[config.mk]
export PLATFORM = sky130hd
export DESIGN_NAME = mem_dump_ctrl
export DESIGN_NICKNAME = d
export VERILOG_FILES = /design/src/rtl/mem_dump_ctrl.sv
export SDC_FILE = /design/constraint.sdc
export NUM_CORES = 1
export LEC_CHECK = 0
export ABC_AREA = 0
export BUFFER_PORTS_ARGS = -buffer_cell sky130_fd_sc_hd__buf_4
export CAP_MARGIN = 20
export CORE_AREA = 2 2 124 126
export CTS_CLUSTER_DIAMETER = 200
export DETAILED_ROUTE_END_ITERATION = 10
export DIE_AREA = 0 0 126 128
export PLACE_DENSITY = 0.79
export SLEW_MARGIN = 10
export SYNTH_ARGS = -nofsm -noshare
export SYNTH_HDL_FRONTEND = slang
export SYNTH_SLANG_ARGS = --single-unit
[constraint.sdc]
create_clock -name CLK -period 4.5 [get_ports CLK]
set_clock_uncertainty 0.1 [all_clocks]
set_input_delay 0.9 -clock CLK [delete_from_list [all_inputs] [get_ports CLK]]
set_output_delay 0.9 -clock CLK [all_outputs]
set_load 0.01 [all_outputs]
[src/rtl/mem_dump_ctrl.sv]
// Memory dump / verification engine: walks a RAM address window after a program
// run and either streams (address, data) beats or accumulates a signature only.
module mem_dump_ctrl #(
   parameter int                    ADDR_WIDTH = 32,
   parameter int                    DATA_WIDTH = 32,
   parameter logic [ADDR_WIDTH-1:0] START_ADDR = 32'h0040_0000,
   parameter logic [ADDR_WIDTH-1:0] END_ADDR   = 32'h0052_0000,
   parameter int                    STRIDE     = 1,
   parameter int                    RD_LATENCY = 1,
   parameter int                    CNT_WIDTH  = 24
) (
   input  logic                  CLK,
   input  logic                  RST,
   input  logic                  start,
   input  logic                  mode,
   input  logic                  abort,
   output logic                  mem_rd_en,
   output logic [ADDR_WIDTH-1:0] mem_addr,
   input  logic [DATA_WIDTH-1:0] mem_rdata,
   output logic                  out_valid,
   input  logic                  out_ready,
   output logic [ADDR_WIDTH-1:0] out_addr,
   output logic [DATA_WIDTH-1:0] out_data,
   output logic                  busy,
   output logic                  done,
   output logic [DATA_WIDTH-1:0] checksum,
   output logic [CNT_WIDTH-1:0]  word_count
);

   localparam logic [2:0] S_IDLE = 3'd0;
   localparam logic [2:0] S_REQ  = 3'd1;
   localparam logic [2:0] S_WAIT = 3'd2;
   localparam logic [2:0] S_OUT  = 3'd3;
   localparam logic [2:0] S_NEXT = 3'd4;

   localparam logic [ADDR_WIDTH-1:0] STRIDE_A = ADDR_WIDTH'(STRIDE);
   localparam int                    LW       = (RD_LATENCY > 1) ? $clog2(RD_LATENCY) : 1;
   localparam logic [LW-1:0]         LAT_LAST = LW'(RD_LATENCY - 1);

   if (STRIDE < 1) begin : g_bad_stride
      $error("mem_dump_ctrl: STRIDE must be at least 1");
   end
   if (RD_LATENCY < 1) begin : g_bad_latency
      $error("mem_dump_ctrl: RD_LATENCY must be at least 1");
   end

   logic [2:0]            state;
   logic [ADDR_WIDTH-1:0] addr;
   logic                  mode_q;
   logic [LW-1:0]         lat_cnt;
   logic [DATA_WIDTH-1:0] data_q;
   logic [DATA_WIDTH-1:0] sum_q;
   logic [CNT_WIDTH-1:0]  cnt_q;
   logic                  busy_q;
   logic                  done_q;

   function automatic logic [DATA_WIDTH-1:0] wrap_add(input logic [DATA_WIDTH-1:0] a,
                                                      input logic [DATA_WIDTH-1:0] b);
      return a + b;
   endfunction

   function automatic logic [CNT_WIDTH-1:0] sat_inc(input logic [CNT_WIDTH-1:0] c);
      return (&c) ? c : c + 1'b1;
   endfunction

   // Last word when the window end is reached or the next step would pass it;
   // the subtraction form never lets the address wrap past the top of memory,
   // and a start beyond the end terminates after the first word.
   function automatic logic last_word(input logic [ADDR_WIDTH-1:0] a);
      return (a >= END_ADDR) || ((END_ADDR - a) < STRIDE_A);
   endfunction

   always_ff @(posedge CLK or negedge RST) begin
      if (!RST) begin
         state   <= S_IDLE;
         addr    <= '0;
         mode_q  <= 1'b0;
         lat_cnt <= '0;
         data_q  <= '0;
         sum_q   <= '0;
         cnt_q   <= '0;
         busy_q  <= 1'b0;
         done_q  <= 1'b0;
      end else begin
         done_q <= 1'b0;
         if ((state != S_IDLE) && abort) begin
            state  <= S_IDLE;
            busy_q <= 1'b0;
            done_q <= 1'b1;
         end else begin
            case (state)
               S_IDLE: begin
                  if (start) begin
                     state  <= S_REQ;
                     addr   <= START_ADDR;
                     sum_q  <= '0;
                     cnt_q  <= '0;
                     mode_q <= mode;
                     busy_q <= 1'b1;
                  end
               end
               S_REQ: begin
                  state   <= S_WAIT;
                  lat_cnt <= '0;
               end
               // read data is valid during the final latency cycle
               S_WAIT: begin
                  if (lat_cnt == LAT_LAST) begin
                     data_q <= mem_rdata;
                     sum_q  <= wrap_add(sum_q, mem_rdata);
                     cnt_q  <= sat_inc(cnt_q);
                     state  <= mode_q ? S_NEXT : S_OUT;
                  end else begin
                     lat_cnt <= lat_cnt + 1'b1;
                  end
               end
               S_OUT: begin
                  if (out_ready) begin
                     state <= S_NEXT;
                  end
               end
               S_NEXT: begin
                  if (last_word(addr)) begin
                     state  <= S_IDLE;
                     busy_q <= 1'b0;
                     done_q <= 1'b1;
                  end else begin
                     addr  <= addr + STRIDE_A;
                     state <= S_REQ;
                  end
               end
               default: begin
                  state  <= S_IDLE;
                  busy_q <= 1'b0;
               end
            endcase
         end
      end
   end

   assign mem_rd_en  = (state == S_REQ);
   assign mem_addr   = addr;
   assign out_valid  = (state == S_OUT);
   assign out_addr   = addr;
   assign out_data   = data_q;
   assign busy       = busy_q;
   assign done       = done_q;
   assign checksum   = sum_q;
   assign word_count = cnt_q;

endmodule
==> run_results.csv, run 1 <==
group,metric,value,unit
grt,grt_usage,24.90,%
power_and_ir_drop,pwr-share-seq,30.1,%
clock_network,ctsHoldBuffers,0,
power_and_ir_drop,leakage,4.730,nW
power_and_ir_drop,p_sw,0.002053,W
synth,synth_most_common_cell,"dfrtp_1",
clock_network,clock_latency,0.42,ns
clock_network,clkTransAtPathRegs,0.06,ns
timing,timing.final.crit_share,88.53,%
timing,worst_pin_slew,1.016,ns
clock_network,tritoncts,"done",
synth,netlist.area_leader.share,40.49,%
clock_network,clock_sinks,126,
synth,ys_types,72,
synth,synth-seq-cells,126,
hold_path,hp-start,"out_data[12]",
synth,synth_common_cells,"dfrtp_1, nor2_1, nand2_1",
cells_and_area,fin_cells,1166,
die,die-area,16130,um^2
drt,postRouteAntennaNets,0,
timing,fmax,0.2510,GHz
synth,synth_edf_count,0,
clock_network,clockBufferDepth,2,
synth,yosysWarnings,0,
die,coreArea,14860,um^2
power_and_ir_drop,intPower,0.003535,W
die,start_util,52.39,%
grt,grt_max_degree,71,
timing,drv_slew,0,
critical_path,critical_path_class,"reg2reg",
synth,seq_area_frac_synth,40.49,%
placed_design,place_ws,0.4906,ns
critical_path,end_kind,"flop",
drt,wire_per_inst,17.43,um
power_and_ir_drop,swShare,36.74,%
critical_path,worst_ep_arrival_time,4.14,ns
die,rows,45,
timing,min_period,3.984,ns
synth,synth_area,7787,um^2
placed_design,gp_congestion,1.003,
power_and_ir_drop,clkPwrFrac,26.5,%
critical_path,ff2ff_path_depth,10,
critical_path,critPathMaxFanout,21,
synth,async_reset_ff_share,100.0,%
synth,syn-instance-count,808,
critical_path,r2r_setup_slack,0.52,ns
timing,relSlewSlack,32.26,%
synth,yosysTopAreaCell,"dfrtp_1",
flow_run,cap_violations,0,
placed_design,placed_area,9171,um^2
cells_and_area,fin_nets,1038,
synth,ys.flop_type,"dfrtp_1",
timing,setup_viol,0,
power_and_ir_drop,pwr-share-comb,43.4,%
drt,dr.pass1.iters,5,
run_status,outcome,"finished, final reports clean",
critical_path,cp.required,4.66,ns
clock_network,cts_buffers,17,
placed_design,dp_cells,1134,
synth,synth_nets,881,
drt,drc,0,
hold_path,hold_depth,1,
grt,grt-ovfl-total,0,
hold_path,holdPathEnd,"out_data[12]",
placed_design,dp_hpwl,14.45,mm
cells_and_area,drive_gt1_share,28.94,%
critical_path,rr_endpoint,"mem_addr[10]",
cells_and_area,area_growth,25.96,%
clock_network,htreeDepth,4,
critical_path,rr_startpoint,"mem_addr[5]",
timing,rsz0062_at_grt,"false",
power_and_ir_drop,p_per_area,569.7,nW/um^2
timing,setup_ws,0.5164,ns
cells_and_area,final_cell_area,9809,um^2
cells_and_area,diodes,0,
hold_path,hp-class,"reg2reg",
cells_and_area,fill_cells,1253,
grt,grt_pass1_wl,32.61,mm
cells_and_area,seqCellArea,3153,um^2
synth,synth_area_leaders,"dfrtp_1, ha_1, mux2_2",
placed_design,io_buffers,193,
clock_network,cts_resized,0,
timing,setup-tns-final,0,ns
critical_path,start_kind,"flop",
power_and_ir_drop,peakVddDrop,0.0003780,V
die,dieHeight,128,um
grt,antenna_found_initial,0,
timing,hold_viol,0,
drt,vias,6762,
drt,first_iter_violations,455,
clock_network,cts_setup_buffers,0,
synth,avgSynthCellArea,9.638,um^2
grt,grt_pass1_vias,6525,
drt,viasPerCell,5.799,
die,die_w,126,um
cells_and_area,multiInputGateArea,4154,um^2
drt,drt-total-wl,20.32,mm
clock_network,cts-root-buf,"clkbuf_16",
die,pin_count,194,
-- cells in the final DEF, fill, tap and decap left out, types with 5 or more instances in the layout --
cell type,instances
a211oi_1,8
a21o_1,12
a21oi_1,43
a22o_1,23
and2_1,20
and3_1,10
and4_1,6
buf_4,204
clkbuf_16,17
clkinvlp_4,5
dfrtp_1,126
ha_1,34
inv_1,26
mux2_2,33
nand2_1,58
nand2b_1,7
nand3_1,27
nand4_1,14
nor2_1,61
nor3_1,17
o2111ai_1,8
o21a_1,5
o21ai_0,27
o21ai_1,13
o21bai_1,5
o31ai_1,7
o41ai_1,6
or3_1,18
or4_1,9
xnor2_1,31
xor2_1,23
-- cell families (layout without fill, tap and decap cells) --
kind of cell / count (synthesis) / count (layout) / share of synthesized area [%]
flip-flops: 126 / 126 / 40.49
multiplexers: 35 / 35 / 5.093
AO/OA/AOI/OAI: 199 / 199 / 18.53
buffers and inverters: 92 / 262 / 6.282
XOR/XNOR: 54 / 54 / 6.073
adder cells (fa/ha/maj): 35 / 35 / 5.720
AND/OR/NAND/NOR: 267 / 267 / 17.82
-- critical path: stages (launching register included) --
cell	delay, ns
dfrtp_1	0.45
or4_1	0.74
or4_1	0.58
a21bo_1	0.23
a2111oi_2	0.29
nand4_1	0.22
a2111oi_4	0.32
a31oi_4	0.25
nor2_4	0.40
or4_1	0.19
a21oi_1	0.06
-- per-stage QoR --
stage          utilization (%)  power [W]  hold slack [ns]
2_1_floorplan                -   0.003218           0.3914
3_3_place_gp             61.70   0.004053           0.3916
5_1_grt                  65.99   0.005936           0.4252
4_1_cts                  65.99   0.005619           0.4105
3_5_place_dp             61.70   0.004101           0.3971
6_report                 65.99   0.005589           0.4070
-- registers in the layout, indices dropped and copies added, names as in the netlist --
| name | cells |
|---|---|
| done | 1 |
| out_data | 32 |
| mem_addr | 32 |
| word_count | 24 |
| busy | 1 |
| state | 3 |
| checksum | 32 |
| mode_q | 1 |
-- how the worst max path moves through the flow --
| stage | from | end | cells after the start |
|---|---|---|---|
| after floorplan | mem_rdata[0] | checksum[28] | 11 |
| after global placement | mem_rdata[0] | checksum[28] | 12 |
| after detailed placement | mem_rdata[0] | checksum[28] | 12 |
| after CTS | mem_addr[5] | mem_addr[10] | 10 |
| after global routing | mem_addr[6] | mem_addr[10] | 10 |
| final | mem_addr[5] | mem_addr[10] | 10 |
-- power by group through the flow --
stage / registers (W) / clock network, W / logic [W]
finish: 0.00168 / 0.00148 / 0.00243
CTS: 0.00168 / 0.00150 / 0.00244
global placement: 0.00168 / 0 / 0.00237
floorplan: 0.00178 / 0 / 0.00144
global route: 0.00172 / 0.00155 / 0.00266
detailed placement: 0.00169 / 0 / 0.00241
-- cell type report --
type                            count  share of cell area [%]
Timing Repair Buffer              204                   15.61
Tap cell                          188                   2.398
Clock inverter                     13                   1.888
Inverter                           26                  0.9949
Multi-Input combinational cell    590                   42.35
Clock buffer                       19                   4.617
Sequential cell                   126                   32.14
-- layer usage --
layer,share of wire [%],up-vias,track usage [%],wire length (um)
met4,2.2,0,8.727,437
met1,42,3258,31.11,8630
li1,-,3243,-,-
met2,49,226,42.38,10000
met3,6.1,35,6.093,1246
met5,0,-,0,0
No activity file was read; power rests on OpenSTA's default activity.
==> run 2, diff against run 1 <==
--- a/config.mk
+++ b/config.mk
@@ -12,7 +12,9 @@
 export CTS_CLUSTER_DIAMETER = 200
 export DETAILED_ROUTE_END_ITERATION = 10
 export DIE_AREA = 0 0 126 128
+export GPL_TIMING_DRIVEN = 0
 export PLACE_DENSITY = 0.79
+export RECOVER_POWER = 50
 export SLEW_MARGIN = 10
 export SYNTH_ARGS = -nofsm -noshare
 export SYNTH_HDL_FRONTEND = slang
==> run_results.csv, run 2 (synthesis gave the netlist of run 1 again) <==
group,metric,value,unit
critical_path,rr_endpoint,"mem_addr[7]",
cells_and_area,diodes,0,
power_and_ir_drop,leakage,4.581,nW
placed_design,dp_cells,1189,
critical_path,r2r_setup_slack,0.48,ns
drt,wl_met1,8.767,mm
clock_network,tritoncts,"done",
die,die_w,126,um
drt,drc,0,
timing,setup_viol,0,
drt,met2_length,10.31,mm
critical_path,rr_startpoint,"mem_addr[12]",
hold_path,hold_depth,1,
drt,dr.max_layer_used,"met4",
hold_path,hp-start,"out_data[31]",
flow_run,cap_violations,1,
critical_path,cp_top_family,"simple AND/OR/NAND/NOR gates",
cells_and_area,fill_cells,1325,
clock_network,clock_sinks,126,
drt,wl_met3,1.297,mm
timing,relSlewSlack,-61.82,%
die,die-area,16130,um^2
grt,grt_pass1_vias,6788,
critical_path,cp_cell_sequence,"clkbuf_1, or3_1, nor3_1, and4_1, a221oi_1, or4_1, a31oi_1, a31oi_4, nor2_4, buf_6, buf_6, o31ai_1, a21oi_1",
placed_design,dp_hpwl,15.37,mm
critical_path,crit_buf_inv,3,
grt,grt_max_degree,83,
timing,fin_hold_ws,0.4016,ns
run_status,outcome,"finished with violations",
power_and_ir_drop,p_total,0.005220,W
timing,drv_slew,46,
run_status,violations,"max-capacitance violations, max-slew violations",
grt,grt_pass1_wl,34.08,mm
clock_network,cts_setup_buffers,0,
drt,vias,6998,
hold_path,hp-class,"reg2reg",
grt,antenna_found_initial,0,
die,pin_count,194,
timing,worst_pin_slew,2.427,ns
grt,grt-ovfl-total,0,
drt,drt-total-wl,20.88,mm
placed_design,io_buffers,192,
drt,wire_per_inst,17.12,um
critical_path,cpPeakStageDelay,0.64,ns
timing,fmax,0.2490,GHz
critical_path,start_kind,"flop",
clock_network,clockBufferDepth,2,
timing,rsz0062_at_grt,"false",
clock_network,cts_buffers,17,
critical_path,path_common_cell,"buf_6",
critical_path,worst_ep_arrival_time,4.25,ns
cells_and_area,fin_nets,1093,
die,dieHeight,128,um
grt,grt_usage,26.23,%
critical_path,slowest_stage,"nor3_1",
clock_network,htreeDepth,4,
cells_and_area,final_common_cell,"buf_4",
cells_and_area,fin_cells,1219,
critical_path,critPathMaxFanout,10,
drt,dr.pass1.iters,5,
power_and_ir_drop,p_per_area,536.7,nW/um^2
clock_network,clkTransAtPathRegs,0.05,ns
clock_network,cts_resized,0,
critical_path,critical_path_class,"reg2reg",
cells_and_area,area_growth,24.89,%
timing,hold_viol,0,
timing,setup-tns-final,0,ns
power_and_ir_drop,peakVddDrop,0.0003412,V
timing,timing.final.crit_share,89.24,%
cells_and_area,drive_gt1_share,21.92,%
die,start_util,52.39,%
drt,postRouteAntennaNets,0,
die,rows,45,
timing,min_period,4.016,ns
drt,first_iter_violations,372,
placed_design,gp_congestion,0.9031,
hold_path,holdPathEnd,"out_data[31]",
critical_path,ff2ff_path_depth,13,
cells_and_area,utilization,65.43,%
clock_network,ctsHoldBuffers,0,
drt,viasPerCell,5.741,
die,coreArea,14860,um^2
clock_network,clock_latency,0.42,ns
critical_path,end_kind,"flop",
clock_network,cts-root-buf,"clkbuf_16",
cells_and_area,final_cell_mix,"buf_4, dfrtp_1, clkbuf_1, nor2_1, nand2_1",
critical_path,cp.required,4.74,ns
## run 2: worst max-delay path by stage
stage,startpoint,to,slack (ns),depth (start not counted)
after floorplan,mem_rdata[0],checksum[28],0.91,11
after global placement,mem_rdata[0],checksum[28],0.39,12
after detailed placement,mem_rdata[0],checksum[28],0.44,12
after CTS,mem_addr[12],mem_addr[5],0.49,13
after global routing,mem_addr[18],mem_addr[6],0.20,14
final,mem_addr[12],mem_addr[7],0.48,13
## run 2: area by class of cell
| class | count | area, um^2 | share of cell area [%] |
|---|---|---|---|
| timing repair buffer | 193 | 1152 | 11.85 |
| clock inverter | 7 | 62.56 | 0.6433 |
| inverter | 26 | 97.59 | 1.003 |
| multi-input combinational | 590 | 4145 | 42.62 |
| sequential | 126 | 3153 | 32.42 |
| tap | 188 | 235.2 | 2.419 |
| clock buffer | 23 | 488.0 | 5.017 |
| buffer | 66 | 391.6 | 4.027 |
## run 2: routing by layer
metal  vias to the layer above  global-route usage, %
met5                         -                      0
met4                         0                  10.41
met3                        43                  6.594
met2                       235                  44.75
met1                      3365                  32.05
li1                       3355                      -
## run 2: worst register-to-register path: stages, from the launching register on
cell and delay, ns:
dfrtp_1 0.39, clkbuf_1 0.19, or3_1 0.46, nor3_1 0.64
and4_1 0.29, a221oi_1 0.08, or4_1 0.49, a31oi_1 0.36
a31oi_4 0.24, nor2_4 0.18, buf_6 0.16, buf_6 0.15
o31ai_1 0.08, a21oi_1 0.14
## run 2: through the flow
stage	worst slack [ns]	cell area [um^2]
after global placement	0.3860	9464
after floorplan	0.9111	7787
after global routing	0.1954	9726
after detailed placement	0.4436	9495
final	0.4841	9726
after CTS	0.4867	10050
## run 2: report_power, final
part	switching (W)	total [W]	internal [W]
clock	0.000484	0.00129	0.000806
combinational	0.00133	0.00227	0.000944
sequential	0.000217	0.00166	0.00144
==> run 3, diff against run 2 <==
--- a/config.mk
+++ b/config.mk
@@ -8,12 +8,12 @@
 export ABC_AREA = 0
 export BUFFER_PORTS_ARGS = -buffer_cell sky130_fd_sc_hd__buf_4
 export CAP_MARGIN = 20
-export CORE_AREA = 2 2 124 126
+export CORE_AREA = 2 2 118 120
 export CTS_CLUSTER_DIAMETER = 200
 export DETAILED_ROUTE_END_ITERATION = 10
-export DIE_AREA = 0 0 126 128
+export DIE_AREA = 0 0 120 122
 export GPL_TIMING_DRIVEN = 0
-export PLACE_DENSITY = 0.79
+export PLACE_DENSITY = 0.84
 export RECOVER_POWER = 50
 export SLEW_MARGIN = 10
 export SYNTH_ARGS = -nofsm -noshare
==> constraint.sdc (replaced) <==
create_clock -name CLK -period 5.2 [get_ports CLK]
set_clock_uncertainty 0.1 [all_clocks]
set_input_delay 1.04 -clock CLK [delete_from_list [all_inputs] [get_ports CLK]]
set_output_delay 1.04 -clock CLK [all_outputs]
set_load 0.01 [all_outputs]
==> run_results.csv, run 3 (synthesis gave the netlist of run 1 again) <==
group,metric,value,unit
drt,dr.pass1.iters,5,
critical_path,r2r_setup_slack,1.13,ns
placed_design,dp_cells,1181,
power_and_ir_drop,peakVddDrop,0.0003490,V
grt,grt_usage,29.01,%
cells_and_area,area_growth,24.87,%
critical_path,cp_top_family,"simple AND/OR/NAND/NOR gates",
cells_and_area,fin_cells,1212,
critical_path,critical_path_class,"reg2reg",
clock_network,clkTransAtPathRegs,0.05,ns
run_status,outcome,"finished with violations",
die,die-area,14640,um^2
clock_network,htreeDepth,4,
power_and_ir_drop,intPower,0.002704,W
drt,first_iter_violations,486,
clock_network,tritoncts,"done",
clock_network,cts-root-buf,"clkbuf_16",
critical_path,start_kind,"flop",
run_status,violations,"max-capacitance violations, max-slew violations",
grt,grt_pass1_vias,6817,
timing,setup-tns-final,0,ns
timing,rsz0062_at_grt,"false",
cells_and_area,drive_gt1_share,22.38,%
power_and_ir_drop,clkPwrFrac,23.2,%
timing,min_period,4.067,ns
power_and_ir_drop,p_per_area,461.5,nW/um^2
critical_path,cp-startpoint,"mem_addr[12]",
critical_path,cp_cell_sequence,"clkbuf_1, or3_1, nor3_1, and4_1, a221oi_1, or4_1, a31oi_1, a31oi_4, nor2_4, buf_6, buf_6, o31ai_1, a21oi_1",
power_and_ir_drop,p_sw,0.001784,W
grt,grt_pass1_wl,33.75,mm
critical_path,rr_startpoint,"mem_addr[12]",
drt,drt-total-wl,21.12,mm
power_and_ir_drop,p_total,0.004488,W
cells_and_area,multiInputGateArea,4145,um^2
die,coreArea,13500,um^2
critical_path,crit_buf_inv,3,
critical_path,worst_ep_arrival_time,4.30,ns
critical_path,path_common_cell,"buf_6",
critical_path,cpPeakStageDelay,0.66,ns
critical_path,cp.required,5.44,ns
drt,vias,7176,
timing,hold_viol,0,
clock_network,cts_resized,0,
die,pin_count,194,
hold_path,hp-class,"reg2reg",
placed_design,io_buffers,192,
timing,timing.final.crit_share,78.21,%
power_and_ir_drop,swShare,39.76,%
clock_network,ctsHoldBuffers,0,
cells_and_area,final_cell_mix,"buf_4, dfrtp_1, clkbuf_1, nor2_1, nand2_1",
timing,relSlewSlack,-114.8,%
critical_path,worst-path-stages,13,
critical_path,ff2ff_path_depth,13,
critical_path,rr_endpoint,"mem_addr[7]",
grt,grt_max_degree,68,
critical_path,slowest_stage,"nor3_1",
timing,fmax,0.2459,GHz
clock_network,cts_buffers,17,
critical_path,endpoint,"mem_addr[7]",
cells_and_area,fill_cells,1067,
flow_run,cap_violations,1,
clock_network,clock_sinks,126,
placed_design,gp_congestion,0.9135,
die,die_w,120,um
cells_and_area,final_common_cell,"buf_4",
critical_path,end_kind,"flop",
cells_and_area,fin_nets,1093,
clock_network,clockBufferDepth,2,
timing,drv_slew,67,
drt,postRouteAntennaNets,0,
clock_network,clock_latency,0.42,ns
clock_network,cts_setup_buffers,0,
drt,viasPerCell,5.921,
timing,setup_viol,0,
critical_path,critPathMaxFanout,10,
timing,worst_pin_slew,3.221,ns
grt,antenna_found_initial,0,
power_and_ir_drop,pwr-share-comb,44.7,%
die,dieHeight,122,um
power_and_ir_drop,leakage,4.596,nW
die,start_util,57.67,%
cells_and_area,seqCellArea,3153,um^2
power_and_ir_drop,pwr-share-seq,32.1,%
placed_design,dp_hpwl,15.24,mm
grt,grt-ovfl-total,0,
cells_and_area,diodes,0,
die,rows,43,
drt,drc,0,
drt,wire_per_inst,17.43,um
run 3: changes by cell type in the layout (fill, tap and decap cells not counted), moves of 2 or more:
cell      before  now
clkbuf_1     106  101
clkbuf_8       4    2
clkinv_2       5    7
buf_4        146  152
and2_0         0    3
and2_1        21   18
run 3: power groups by stage:
stage               Combinational, W  Clock [W]  Sequential (W)
finish                       0.00200    0.00104         0.00144
floorplan                    0.00125          0         0.00154
detailed placement           0.00214          0         0.00145
CTS                          0.00217    0.00105         0.00145
global route                 0.00219    0.00110         0.00147
global placement             0.00210          0         0.00144
run 3: worst min-delay path by stage:
stage / from / endpoint / cells after the start
floorplan: mode_q / mode_q / 2
global placement: out_data[29] / out_data[29] / 1
detailed placement: out_data[3] / out_data[3] / 1
CTS: out_data[30] / out_data[30] / 1
global route: out_data[24] / out_data[24] / 1
finish: out_data[30] / out_data[30] / 1
run 3: worst reg2reg max path, stage by stage (launching register included):
cell and delay (ns):
dfrtp_1 0.39, clkbuf_1 0.19, or3_1 0.46, nor3_1 0.66
and4_1 0.29, a221oi_1 0.07, or4_1 0.48, a31oi_1 0.38
a31oi_4 0.25, nor2_4 0.17, buf_6 0.16, buf_6 0.15
o31ai_1 0.08, a21oi_1 0.14
run 3: per-layer routing:
layer	vias up	wire, um	global-route usage (%)
met3	49	1223	6.601
met2	274	10540	49.54
met5	-	0	0
met1	3495	8741	35.40
li1	3358	-	-
met4	0	620	12.35
run 3: metrics by stage:
stage	utilization [%]	setup WS [ns]	instance area (um^2)	hold slack [ns]
after global routing	72.01	0.5852	9724	0.4225
after CTS	74.02	1.171	9996	0.4114
final	72.01	1.133	9724	0.4042
after floorplan	-	1.471	7787	0.3914
after global placement	70.01	0.9485	9454	0.3916
after detailed placement	70.24	0.9784	9485	0.3979
run 3: area by class of cell:
type | count | share of cell area, %
inverters | 26 | 1.004
clock inverters | 8 | 0.4375
repair buffers | 193 | 12.35
multi-input cells | 590 | 42.63
well taps | 180 | 2.316
plain buffers | 66 | 4.027
flip-flops and latches | 126 | 32.42
clock buffers | 23 | 4.812
